==> config.mk <==
export PLATFORM = sky130hd
export DESIGN_NAME = gf251_addsub_vec_flat
export DESIGN_NICKNAME = d
export VERILOG_FILES = /design/src/rtl/gf251_addsub_vec_if.sv /design/src/rtl/gf251_addsub_vec.sv /design/src/flat_wrapper.sv
export SDC_FILE = /design/constraint.sdc
export NUM_CORES = 1
export LEC_CHECK = 0
export CORE_UTILIZATION = 50
export CTS_CLUSTER_DIAMETER = 200
export DETAILED_ROUTE_END_ITERATION = 6
export PLACE_DENSITY = 0.79
export SLEW_MARGIN = 15
export SYNTH_ARGS = -nofsm -noshare
export SYNTH_HDL_FRONTEND = slang
export SYNTH_SLANG_ARGS = --single-unit
==> constraint.sdc <==
create_clock -name i_clk -period 8.9 [get_ports i_clk]
set_input_delay 1.335 -clock i_clk [delete_from_list [all_inputs] [get_ports i_clk]]
set_output_delay 1.335 -clock i_clk [all_outputs]
set_load 0.05 [all_outputs]
==> src/rtl/gf251_addsub_vec_if.sv <==
// Valid/ready stream bundle for the GF(251) vector add/sub unit.
// The master side drives operands and output ready; the slave is the unit.
interface gf251_addsub_vec_if #(
    parameter int LANES = 4
);
    localparam int W = 8 * LANES;

    logic         i_valid;
    logic         o_ready;
    logic [1:0]   i_mode;
    logic [W-1:0] i_x;
    logic [W-1:0] i_y;
    logic         o_valid;
    logic         i_ready;
    logic [W-1:0] o_o;

    modport master (
        output i_valid,
        output i_mode,
        output i_x,
        output i_y,
        output i_ready,
        input  o_ready,
        input  o_valid,
        input  o_o
    );

    modport slave (
        input  i_valid,
        input  i_mode,
        input  i_x,
        input  i_y,
        input  i_ready,
        output o_ready,
        output o_valid,
        output o_o
    );
endinterface

==> src/rtl/gf251_addsub_vec.sv <==
// Two-stage GF(251) vector unit: add, sub, accumulate, accumulate-and-flush.
// S1 computes and reduces; S2 is the output register with full backpressure.
module gf251_addsub_vec #(
    parameter int LANES = 4
) (
    input logic                i_clk,
    input logic                i_rst,
    gf251_addsub_vec_if.slave  bus
);
    localparam int W = 8 * LANES;

    localparam logic [1:0] MODE_ADD   = 2'd0;
    localparam logic [1:0] MODE_SUB   = 2'd1;
    localparam logic [1:0] MODE_ACC   = 2'd2;
    localparam logic [1:0] MODE_FLUSH = 2'd3;

    logic         s1_valid;
    logic [W-1:0] s1_data;
    logic         out_valid;
    logic [W-1:0] out_data;
    logic [W-1:0] acc;

    logic         s1_adv;
    logic         in_xfer;
    logic [W-1:0] result;
    logic [W-1:0] acc_next;

    function automatic logic [7:0] norm(input logic [7:0] v);
        return (v >= 8'd251) ? (v - 8'd251) : v;
    endfunction

    function automatic logic [7:0] add_mod(
        input logic [7:0] a,
        input logic [7:0] b
    );
        logic [8:0] s;
        s = {1'b0, a} + {1'b0, b};
        if (s >= 9'd251) begin
            s = s - 9'd251;
        end
        return s[7:0];
    endfunction

    // Operands are already canonical, so a+251-b stays within 9 bits.
    function automatic logic [7:0] sub_mod(
        input logic [7:0] a,
        input logic [7:0] b
    );
        logic [8:0] d;
        if (a >= b) begin
            d = {1'b0, a} - {1'b0, b};
        end else begin
            d = {1'b0, a} + 9'd251 - {1'b0, b};
        end
        return d[7:0];
    endfunction

    assign s1_adv      = !out_valid || bus.i_ready;
    assign bus.o_ready = !s1_valid || s1_adv;
    assign in_xfer     = bus.i_valid && bus.o_ready;
    assign bus.o_valid = out_valid;
    assign bus.o_o     = out_data;

    always_comb begin
        logic [7:0] xn;
        logic [7:0] yn;
        logic [7:0] r;
        result   = '0;
        acc_next = acc;
        for (int k = 0; k < LANES; k++) begin
            xn = norm(bus.i_x[8*k +: 8]);
            yn = norm(bus.i_y[8*k +: 8]);
            r  = 8'd0;
            unique case (bus.i_mode)
                MODE_ADD: begin
                    r = add_mod(xn, yn);
                end
                MODE_SUB: begin
                    r = sub_mod(xn, yn);
                end
                MODE_ACC: begin
                    r = add_mod(acc[8*k +: 8], xn);
                    acc_next[8*k +: 8] = r;
                end
                MODE_FLUSH: begin
                    r = add_mod(acc[8*k +: 8], xn);
                    acc_next[8*k +: 8] = 8'd0;
                end
            endcase
            result[8*k +: 8] = r;
        end
    end

    always_ff @(posedge i_clk) begin
        if (i_rst) begin
            acc <= '0;
        end else if (in_xfer) begin
            acc <= acc_next;
        end
    end

    always_ff @(posedge i_clk) begin
        if (i_rst) begin
            s1_valid <= 1'b0;
            s1_data  <= '0;
        end else if (in_xfer) begin
            s1_valid <= 1'b1;
            s1_data  <= result;
        end else if (s1_adv) begin
            s1_valid <= 1'b0;
        end
    end

    // Output data keeps its last value when S1 is empty on an advance.
    always_ff @(posedge i_clk) begin
        if (i_rst) begin
            out_valid <= 1'b0;
            out_data  <= '0;
        end else if (s1_adv) begin
            out_valid <= s1_valid;
            if (s1_valid) begin
                out_data <= s1_data;
            end
        end
    end
endmodule

==> src/flat_wrapper.sv <==
// flat-port wrapper written by rule: the top's interface ports become plain ports
module gf251_addsub_vec_flat 
#(
    parameter int LANES = 4
)
  (i_clk, i_rst, bus_i_valid, bus_i_mode, bus_i_x, bus_i_y, bus_i_ready, bus_o_ready, bus_o_valid, bus_o_o);
  gf251_addsub_vec_if #(.LANES(LANES)) bus_i ();
  input logic i_clk;
  input logic i_rst;
  input wire logic [$bits(bus_i.i_valid)-1:0] bus_i_valid;
  input wire logic [$bits(bus_i.i_mode)-1:0] bus_i_mode;
  input wire logic [$bits(bus_i.i_x)-1:0] bus_i_x;
  input wire logic [$bits(bus_i.i_y)-1:0] bus_i_y;
  input wire logic [$bits(bus_i.i_ready)-1:0] bus_i_ready;
  output wire logic [$bits(bus_i.o_ready)-1:0] bus_o_ready;
  output wire logic [$bits(bus_i.o_valid)-1:0] bus_o_valid;
  output wire logic [$bits(bus_i.o_o)-1:0] bus_o_o;
  assign bus_i.i_valid = bus_i_valid;
  assign bus_i.i_mode = bus_i_mode;
  assign bus_i.i_x = bus_i_x;
  assign bus_i.i_y = bus_i_y;
  assign bus_i.i_ready = bus_i_ready;
  assign bus_o_ready = bus_i.o_ready;
  assign bus_o_valid = bus_i.o_valid;
  assign bus_o_o = bus_i.o_o;
  gf251_addsub_vec #(.LANES(LANES)) u_core (.i_clk(i_clk), .i_rst(i_rst), .bus(bus_i));
endmodule
==> results.py <==
metrics = {
    "yosys": {
        "syn_inst": 1690,
        "synth_nets": 1944,
        "synth_area_um2": 12600,
        "yosys.area.top_type": "ha_1",
        "yosys_warnings": 0,
        "synth_area_leaders": "ha_1 (16%), dfxtp_1 (16%), nand2_1 (5.0%), a21oi_1 (4.8%), nor2_1 (4.7%)",
        "avgSynthCellArea_um2": 7.48,
        "async_flop_share_pct": 0,
        "synth_top_flop_cell": "dfxtp_1",
        "yosysMostFrequentCell": "nand2_1",
        "synth_cell_types": 90,
        "synth-edff-count": 0,
        "yosysSeqAreaShare_pct": 15.5,
        "yosys-top-cells-count": "nand2_1 (167), ha_1 (164), nor2_1 (157)",
        "ys_seq_elements": 98,
        "yosys.area.top_type_share_pct": 16.2,
    },
    "placement": {
        "io_buffers": 103,
        "place_congestion": 0.920,
        "dpl.hpwl_um": 27600,
        "dp_slack_ns": 3.06,
    },
    "cts": {
        "clk_latency_ns": 0.35,
        "cts_hold_buf": 0,
        "cts_sinks": 98,
        "cts_buffers": 9,
        "cts_resized": 0,
        "ctsHtreeMaxLevel": 3,
        "cts_tree": "done",
        "cts_buffer_depth": 2,
        "cts_root_buffer": "clkbuf_16",
        "clk_pin_slew_ns": 0.07,
        "cts_setup_buffers": 0,
    },
    "worst_setup_path": {
        "reg2reg_from": "u_core.acc[25]",
        "critPathKind": "in -> reg",
        "cp.arrival_ns": 5.75,
        "start_kind": "primary input",
        "slowest_stage": "o41ai_1",
        "reg2reg_depth": 9,
        "worst_ep_required_time_ns": 9.10,
        "r2r-end": "u_core.s1_data[25]",
        "cp_cell_sequence": "clkdlybuf4s50_1, and3_1, nand3_1, or2_2, nand2_1, nand2_1, ha_1, a211oi_1, nor2_1, xor2_1, nand3_1, o41ai_1, mux2_2, a221oi_1, nor3_1",
        "crit_buf_inv": 1,
        "cp_top_family": "simple AND/OR/NAND/NOR gates",
        "cp_max_fo": 8,
        "r2r_slack_ns": 5.42,
        "slowest_delay_ns": 0.57,
        "worst_setup_path_end_kind": "register",
    },
    "sta": {
        "max_freq_mhz": 180,
        "hold_viol_final": 0,
        "finalCritPeriodShare_pct": 62.4,
        "fin_skew_ns": 0.00750,
        "period_minus_slack_ns": 5.56,
        "rsz0062_at_grt": "no",
        "worst-slew-pin-transition_ns": 1.18,
        "slew_violations": 0,
        "finalSetupViolCount": 0,
        "slew_headroom_pct": 21.2,
        "worst_slack_ns": 3.34,
        "fin_tns_setup_ns": 0,
    },
    "global_routing": {
        "grt_usage_pct": 27.1,
        "grt_max_degree": 77,
        "grt-ovfl-total": 0,
        "grt_pass1_vias": 11700,
        "antenna_found_initial": 0,
        "grt_pass1_wl_um": 57800,
    },
    "layout": {
        "areaGrowthSynthToFinish_pct": 12.3,
        "fillers": 2333,
        "drive_gt1_share_pct": 4.62,
        "nets": 2007,
        "diodes": 0,
    },
    "flow_run": {
        "maxCapViolations": 0,
    },
    "hold_path": {
        "whs_path_depth": 2,
        "min_to": "u_core.bus.o_o[14]",
        "hold_path_class": "reg -> reg",
        "min_from": "u_core.bus.o_o[14]",
    },
    "route": {
        "wl_per_cell_um": 17.0,
        "drcViolationCount": 0,
        "initialDrtViolationCount": 1062,
        "wl_um": 35400,
        "ant_nets": 0,
        "via_count": 12600,
        "viasPerCell": 6.05,
        "firstDrtPassIters": 5,
    },
    "floorplan": {
        "fp.dieH_um": 161,
        "rows": 57,
        "coreArea_um2": 24500,
        "ios": 104,
        "initial_core_util_pct": 51.5,
        "dieWidth_um": 161,
        "die_area_um2": 25900,
    },
    "outcome": {
        "status": "complete, no violations",
    },
    "pwr": {
        "ir_drop_mv": 0.0911,
        "power.leakage_nw": 6.00,
        "p_per_area_nw_per_um2": 127,
    },
}
-- flip-flops by register name, indices dropped and copies added, names as in the netlist --
register            flops
u_core.s1_valid         1
u_core.acc             32
u_core.bus.o_o         32
u_core.bus.o_valid      1
u_core.s1_data         32
-- power by group --
part | total, mW | leakage [nW] | switching (mW) | internal, mW
registers | 0.488 | 0.802 | 0.0199 | 0.468
logic | 0.905 | 5.05 | 0.548 | 0.357
clock network | 0.406 | 0.147 | 0.165 | 0.241
-- metal layers --
| metal | GRT usage (%) | up-vias | share of wire (%) |
|---|---|---|---|
| met2 | 45.4 | 439 | 47 |
| met3 | 3.18 | 80 | 5.9 |
| met1 | 35.9 | 5894 | 44 |
| li1 | - | 6175 | - |
| met5 | 0 | - | 0 |
| met4 | 9.13 | 0 | 3.0 |
-- cell usage in the layout (no fill, tap or decap), drive strengths merged, types with 13 or more instances in the layout --
| master | instances |
|---|---|
| a211oi | 27 |
| a21o | 17 |
| a21oi | 121 |
| a311oi | 13 |
| a31oi | 21 |
| and2 | 29 |
| and3 | 23 |
| clkdlybuf4s50 | 102 |
| dfxtp | 98 |
| fa | 20 |
| ha | 164 |
| inv | 146 |
| mux2 | 16 |
| mux2i | 27 |
| nand2 | 167 |
| nand2b | 23 |
| nand3 | 43 |
| nor2 | 157 |
| nor2b | 38 |
| nor3 | 38 |
| nor3b | 13 |
| o211ai | 21 |
| o21a | 24 |
| o21ai | 82 |
| o21bai | 17 |
| or2 | 14 |
| or3 | 15 |
| xnor2 | 54 |
| xor2 | 29 |
-- cells by family (layout without fill, tap and decap cells) --
| kind of cell | count (synthesis) | count (layout) | share of synthesized area (%) |
|---|---|---|---|
| AND/OR/NAND/NOR | 607 | 607 | 23.6 |
| AO/OA/AOI/OAI | 468 | 468 | 25.8 |
| buffers and inverters | 207 | 272 | 6.37 |
| adder cells (fa/ha/maj) | 184 | 184 | 19.4 |
| flip-flops | 98 | 98 | 15.5 |
| XOR/XNOR | 83 | 83 | 5.75 |
| multiplexers | 43 | 43 | 3.57 |
-- stage by stage --
step	area (µm²)	instances	power, mW	utilization (%)	hold WS (ns)
final	14200	2079	1.80	57.8	0.454
after global routing	14200	2079	1.91	57.8	0.470
after CTS	14200	2079	1.79	57.8	0.455
after detailed placement	13900	2066	1.38	56.6	0.446
after global placement	13900	2066	1.36	56.6	0.437
after floorplan	12600	1690	1.15	-	0.427
-- worst reg2reg max path, delay by kind of cell (launching register included) --
family                     cells  cell delay [ns]
adders and majority gates      1             0.30
AOI/OAI and AO/OA              3             1.31
muxes                          1             0.42
and+or+nand+nor                3             0.50
xor gates and xnor gates       1             0.47
DFF                            1             0.34
-- how the worst max path moves through the flow --
stage          slack [ns]        start                  to  cells after the start
4_1_cts              3.40  bus_i_x[30]  u_core.s1_data[25]                     15
6_report             3.34  bus_i_x[28]  u_core.s1_data[25]                     15
5_1_grt              2.98  bus_i_x[30]  u_core.s1_data[25]                     15
2_1_floorplan        3.96  bus_i_x[12]      u_core.acc[13]                     14
3_5_place_dp         3.06  bus_i_x[30]  u_core.s1_data[25]                     15
3_3_place_gp         3.13  bus_i_x[28]  u_core.s1_data[25]                     15
-- cell type report --
cell class,count,area (µm²),area share (%)
multi-input combinational,1385,9880,69.6
sequential,98,1960,13.8
timing repair buffer,113,1100,7.76
inverter,146,548,3.86
tap,324,405,2.86
clock buffer,9,225,1.59
clock inverter,4,70.1,0.494
Power figures use the tool's default switching activity.
